`config.mk`:
```
export PLATFORM = sky130hd
export DESIGN_NAME = rgb_matrix_scanner
export DESIGN_NICKNAME = d
export VERILOG_FILES = /design/src/rtl/rgb_matrix_scanner.sv
export SDC_FILE = /design/constraint.sdc
export NUM_CORES = 1
export LEC_CHECK = 0
export ABC_AREA = 0
export CAP_MARGIN = 30
export CORE_ASPECT_RATIO = 0.5
export CORE_UTILIZATION = 55
export CTS_CLUSTER_SIZE = 10
export DETAILED_ROUTE_END_ITERATION = 12
export GPL_TIMING_DRIVEN = 0
export HOLD_SLACK_MARGIN = 0.02
export MAX_ROUTING_LAYER = met4
export PLACE_DENSITY = 0.73
export SLEW_MARGIN = 20
export SYNTH_ARGS = -nofsm -noshare
export SYNTH_HDL_FRONTEND = slang
export SYNTH_SLANG_ARGS = --single-unit
```
`constraint.sdc`:
```
create_clock -name i_clock -period 6.99 [get_ports i_clock]
set_input_delay 1.0485 -clock i_clock [delete_from_list [all_inputs] [get_ports i_clock]]
set_output_delay 1.0485 -clock i_clock [all_outputs]
set_load 0.005 [all_outputs]
```
`src/rtl/rgb_matrix_scanner.sv`:
```
// rtl/rgb_matrix_scanner.sv - double-buffered RGB LED matrix column scanner with PWM brightness
module rgb_matrix_scanner #(
  parameter int COLS      = 8,
  parameter int ROWS      = 8,
  parameter int DWELL_W   = 10,
  parameter int BLANK_CYC = 2,
  parameter int BRIGHT_W  = 3
) (
  input  logic                      i_clock,
  input  logic                      i_reset,
  input  logic                      i_enable,
  input  logic [BRIGHT_W-1:0]       i_bright,
  input  logic                      i_wr_en,
  input  logic [$clog2(COLS)-1:0]   i_wr_col,
  input  logic [3*ROWS-1:0]         i_wr_rgb,
  input  logic                      i_swap_req,
  output logic                      o_swap_ack,
  output logic                      o_frame_done,
  output logic [COLS-1:0]           o_matriz_col,
  output logic [ROWS-1:0]           o_matriz_r,
  output logic [ROWS-1:0]           o_matriz_g,
  output logic [ROWS-1:0]           o_matriz_b
);

  localparam int COL_W = $clog2(COLS);
  localparam int BLK_W = $clog2(BLANK_CYC + 1);
  localparam int PIX_W = 3 * ROWS;

  typedef enum logic [1:0] {S_IDLE, S_BLANK, S_SHOW} state_t;

  state_t             r_state;
  logic [COL_W-1:0]   r_col;
  logic [BLK_W-1:0]   r_blank_cnt;
  logic [DWELL_W-1:0] r_dwell;
  logic               r_sel;
  logic               r_pending;
  logic [PIX_W-1:0]   r_bank0 [COLS];
  logic [PIX_W-1:0]   r_bank1 [COLS];

  logic                w_dwell_end;
  logic                w_last_col;
  logic                w_wrap;
  logic                w_swap;
  logic                w_lit;
  logic                w_wr_ok;
  logic [BRIGHT_W-1:0] w_duty;
  logic [PIX_W-1:0]    w_front;

  assign w_dwell_end = (r_state == S_SHOW) && (r_dwell == '1);
  assign w_last_col  = (r_col == COL_W'(COLS - 1));
  assign w_wrap      = i_enable && w_dwell_end && w_last_col;
  // An idle scanner has no frame to protect, so a pending swap goes through at once.
  assign w_swap      = (r_pending || i_swap_req) && ((r_state == S_IDLE) || w_wrap);
  assign w_duty      = r_dwell[DWELL_W-1 -: BRIGHT_W];
  assign w_lit       = (r_state == S_SHOW) && (w_duty < i_bright);
  assign w_front     = r_sel ? r_bank1[r_col] : r_bank0[r_col];
  assign w_wr_ok     = i_wr_en && (32'(i_wr_col) < COLS);

  // Scan FSM, swap bookkeeping and registered pin drive.
  always_ff @(posedge i_clock) begin
    if (i_reset) begin
      r_state      <= S_IDLE;
      r_col        <= '0;
      r_blank_cnt  <= '0;
      r_dwell      <= '0;
      r_sel        <= 1'b0;
      r_pending    <= 1'b0;
      o_swap_ack   <= 1'b0;
      o_frame_done <= 1'b0;
      o_matriz_col <= '0;
      o_matriz_r   <= '1;
      o_matriz_g   <= '1;
      o_matriz_b   <= '1;
    end else begin
      o_swap_ack   <= w_swap;
      o_frame_done <= w_wrap;

      if (w_swap) begin
        r_sel     <= ~r_sel;
        r_pending <= 1'b0;
      end else if (i_swap_req) begin
        r_pending <= 1'b1;
      end

      if (!i_enable || !w_lit) begin
        o_matriz_col <= '0;
        o_matriz_r   <= '1;
        o_matriz_g   <= '1;
        o_matriz_b   <= '1;
      end else begin
        o_matriz_col <= COLS'(1) << r_col;
        o_matriz_r   <= ~w_front[3*ROWS-1 -: ROWS];
        o_matriz_g   <= ~w_front[2*ROWS-1 -: ROWS];
        o_matriz_b   <= ~w_front[ROWS-1:0];
      end

      if (!i_enable) begin
        r_state     <= S_IDLE;
        r_col       <= '0;
        r_blank_cnt <= '0;
        r_dwell     <= '0;
      end else begin
        case (r_state)
          S_IDLE: begin
            r_state     <= S_BLANK;
            r_col       <= '0;
            r_blank_cnt <= '0;
            r_dwell     <= '0;
          end
          S_BLANK: begin
            if (r_blank_cnt == BLK_W'(BLANK_CYC - 1)) begin
              r_state     <= S_SHOW;
              r_blank_cnt <= '0;
              r_dwell     <= '0;
            end else begin
              r_blank_cnt <= r_blank_cnt + BLK_W'(1);
            end
          end
          S_SHOW: begin
            r_dwell <= r_dwell + DWELL_W'(1);
            if (w_dwell_end) begin
              r_state <= S_BLANK;
              r_col   <= w_last_col ? '0 : r_col + COL_W'(1);
            end
          end
          default: r_state <= S_IDLE;
        endcase
      end
    end
  end

  // Pixel writes always target the back bank as seen before this edge's swap.
  always_ff @(posedge i_clock) begin
    if (i_reset) begin
      for (int i = 0; i < COLS; i++) begin
        r_bank0[i] <= '0;
        r_bank1[i] <= '0;
      end
    end else if (w_wr_ok) begin
      if (r_sel) begin
        r_bank0[i_wr_col] <= i_wr_rgb;
      end else begin
        r_bank1[i_wr_col] <= i_wr_rgb;
      end
    end
  end

endmodule

```
==> results.sh <==
export IMPL_status="complete, no violations"
export IMPL_drt_first_pass_iters=6
export IMPL_synth_edff_count=384
export IMPL_p_per_area_mw_per_mm2=246
export IMPL_ios=69
export IMPL_die_h_um=135
export IMPL_synth_nets=1294
export IMPL_viasPerCell=5.90
export IMPL_finalMaxSlewViolations=0
export IMPL_syn_area_mm2=0.0194
export IMPL_insertion_delay_ns=0.56
export IMPL_cts_tree="yes"
export IMPL_cts_made_buffers=49
export IMPL_cts_resized=0
export IMPL_skew_ns=0.0207
export IMPL_diodes=0
export IMPL_cp_slowest_cell="nor3_1"
export IMPL_drive_gt1_frac=0.184
export IMPL_wire_per_inst_um=24.2
export IMPL_placementRows=48
export IMPL_swShare=0.213
export IMPL_r2r_end="r_bank0[0][6]"
export IMPL_gp_congestion=0.878
export IMPL_post_cts_buffers=0
export IMPL_drc=0
export IMPL_worstPathBufferInverterCount=3
export IMPL_cts_hold_buf=0
export IMPL_grt_max_degree=25
export IMPL_startpoint_type="primary input"
export IMPL_power_frac_seq=0.534
export IMPL_clkPwrFrac=0.413
export IMPL_rsz0062_at_grt="false"
export IMPL_yosysTopAreaCellShare=0.594
export IMPL_cp_startpoint="i_reset"
export IMPL_worstRegToRegCells=4
export IMPL_yosys_warnings=0
export IMPL_synth_ff_type="edfxtp_1"
export IMPL_critPathTopFamily="simple AND/OR/NAND/NOR gates"
export IMPL_dieArea_mm2=0.0361
export IMPL_synth_area_top_cells="edfxtp_1 (59%), and2_1 (12%), mux4_2 (11%)"
export IMPL_post_place_ws_ns=2.64
export IMPL_vias=11188
export IMPL_cts_sinks=440
export IMPL_yosysTopAreaCell="edfxtp_1"
export IMPL_tightest_slew_ns=0.924
export IMPL_critPathMaxStageDelay_ns=0.77
export IMPL_endpoint="r_bank0[0][6]"
export IMPL_maxCapViolCount=0
export IMPL_p_int_w=0.00437
export IMPL_area_growth_pct=16.2
export IMPL_syn_inst=1251
export IMPL_layout_setup_ws_ns=3.12
export IMPL_clk_pin_slew_worst_paths_ns=0.05
export IMPL_nets=1426
export IMPL_required_ns=7.17
export IMPL_r2r_setup_slack_ns=4.04
export IMPL_ys_ff_latch=440
export IMPL_core_mm2=0.0346
export IMPL_path_depth=6
export IMPL_grt_pass1_wl_mm=68.5
export IMPL_finalCriticalPeriod_ns=3.87
export IMPL_htree_levels=2
export IMPL_hold_viol=0
export IMPL_hold_ws_ns=0.467
export IMPL_finalSetupViolCount=0
export IMPL_ir_drop_uv=146
export IMPL_syn_avg_cell_area_um2=15.5
export IMPL_drtIter0Drc=1071
export IMPL_critical_path_class="in -> reg"
export IMPL_port_buffers=68
export IMPL_synth_commonest_cells="and2_1 (384), edfxtp_1 (384), mux4_2 (96), clkbuf_1 (71), dfxtp_1 (56)"
export IMPL_cts_root_buf="clkbuf_16"
export IMPL_total_leakage_power_nw=7.96
export IMPL_setup_worst_path_end_class="flop"
export IMPL_finalSetupTns_ns=0
export IMPL_synthArstFlopShare=0
export IMPL_clk_path_buf_depth=3
export IMPL_fin_crit_sh=0.553
export IMPL_fp_dieW_um=268
export IMPL_power_switching_w=0.00118
export IMPL_combPwrFrac=0.053
export IMPL_initial_core_util=0.561
export IMPL_crit_fanout=24
export IMPL_seq_area_frac_synth=0.651
export IMPL_path_cells="clkdlybuf4s50_1, buf_2, inv_2, nand4_1, nor3_1, or2_2"
export IMPL_hp_class="reg -> reg"
export IMPL_first_global_vias=11226
export IMPL_place_hpwl_mm=31.6
export IMPL_ant_nets=0
export IMPL_routed_wl_mm=45.9
export IMPL_crit_arrival_ns=4.04
export IMPL_rr_startpoint="r_sel"
export IMPL_fmax_mhz=259
export IMPL_synthDistinctLibCells=50
export IMPL_track_usage=0.268
export IMPL_maxSlewHeadroom=0.384
export IMPL_overflow=0
export IMPL_antenna_found_initial=0
## cells by family after synthesis
group,after synthesis,share of synthesized area
and+or+nand+nor,482,0.152
DFF,440,0.651
muxes,146,0.140
buffers and inverters,104,0.0229
AOI/OAI and AO/OA,71,0.0286
adders and majority gates,8,0.00515
## layout make-up
cell class                 count  area, um^2
timing repair buffer          81        1020
clock buffer                  87        1370
clock inverter                 2        17.5
sequential                   440       12700
fill                        2413       12000
multi-input combinational    707        6460
tap                          475         594
inverter                       9        33.8
buffer                        95         412
## through the flow
stage                     cell area, um^2   util  std cells  total power, W
final                               22600  0.652       1896         0.00556
after global routing                22600  0.652       1896         0.00572
after CTS                           22600  0.652       1896         0.00558
after detailed placement            21200  0.612       1807         0.00331
after global placement              20700  0.598       1794         0.00327
after floorplan                     19400      -       1251         0.00316
## per-layer routing
| layer | track usage | share of wire | wire length (um) |
|---|---|---|---|
| met5 | - | 0 | 0 |
| met1 | 0.359 | 0.42 | 19200 |
| met4 | 0.0778 | 0.028 | 1280 |
| met2 | 0.427 | 0.49 | 22400 |
| met3 | 0.0463 | 0.064 | 2930 |
## sequential cells by signal (all words and copies together) (netlist names), named ones only
signal	flops
r_bank0	192
r_bank1	192
r_dwell	10
o_matriz_b	8
o_matriz_col	8
o_matriz_g	8
o_matriz_r	8
r_col	3
r_blank_cnt	2
r_state	2
o_frame_done	1
o_swap_ack	1
r_pending	1
r_sel	1
## tightest hold or removal path, delay by kind of cell (launching register included)
family           cells  cell delay, ns
flip-flops           1            0.32
AND/OR/NAND/NOR      2            0.10
## power by group through the flow
stage | Clock (W) | Sequential [W] | Combinational [W]
6_report | 0.00230 | 0.00297 | 0.000292
3_5_place_dp | 0 | 0.00302 | 0.000290
3_3_place_gp | 0 | 0.00302 | 0.000249
4_1_cts | 0.00232 | 0.00297 | 0.000291
2_1_floorplan | 0 | 0.00301 | 0.000148
5_1_grt | 0.00243 | 0.00298 | 0.000306
## layout by cell type, fill, tap and decap left out, types with 6 or more instances in the layout
cell	count
a22oi_1	18
a22oi_2	8
buf_16	12
buf_6	6
ha_1	8
clkdlybuf4s50_1	68
nand2_1	18
o21ai_4	12
and2_1	384
inv_1	7
clkbuf_16	49
nor2_1	24
dfxtp_1	56
nand3_1	6
mux4_2	96
and3_1	6
edfxtp_1	384
clkbuf_1	109
mux2_2	50
buf_2	13
a21oi_1	10
## worst min path at each step
stage / start / to / slack (ns) / depth (start not counted)
floorplan: r_blank_cnt[1] / r_blank_cnt[1] / 0.41 / 2
global placement: r_blank_cnt[1] / r_blank_cnt[1] / 0.43 / 2
detailed placement: r_blank_cnt[1] / r_blank_cnt[1] / 0.45 / 2
CTS: r_blank_cnt[1] / r_blank_cnt[1] / 0.46 / 2
global route: r_blank_cnt[1] / r_blank_cnt[1] / 0.47 / 2
finish: r_blank_cnt[1] / r_blank_cnt[1] / 0.47 / 2
Note: power is estimated with default switching activity, not from simulation.
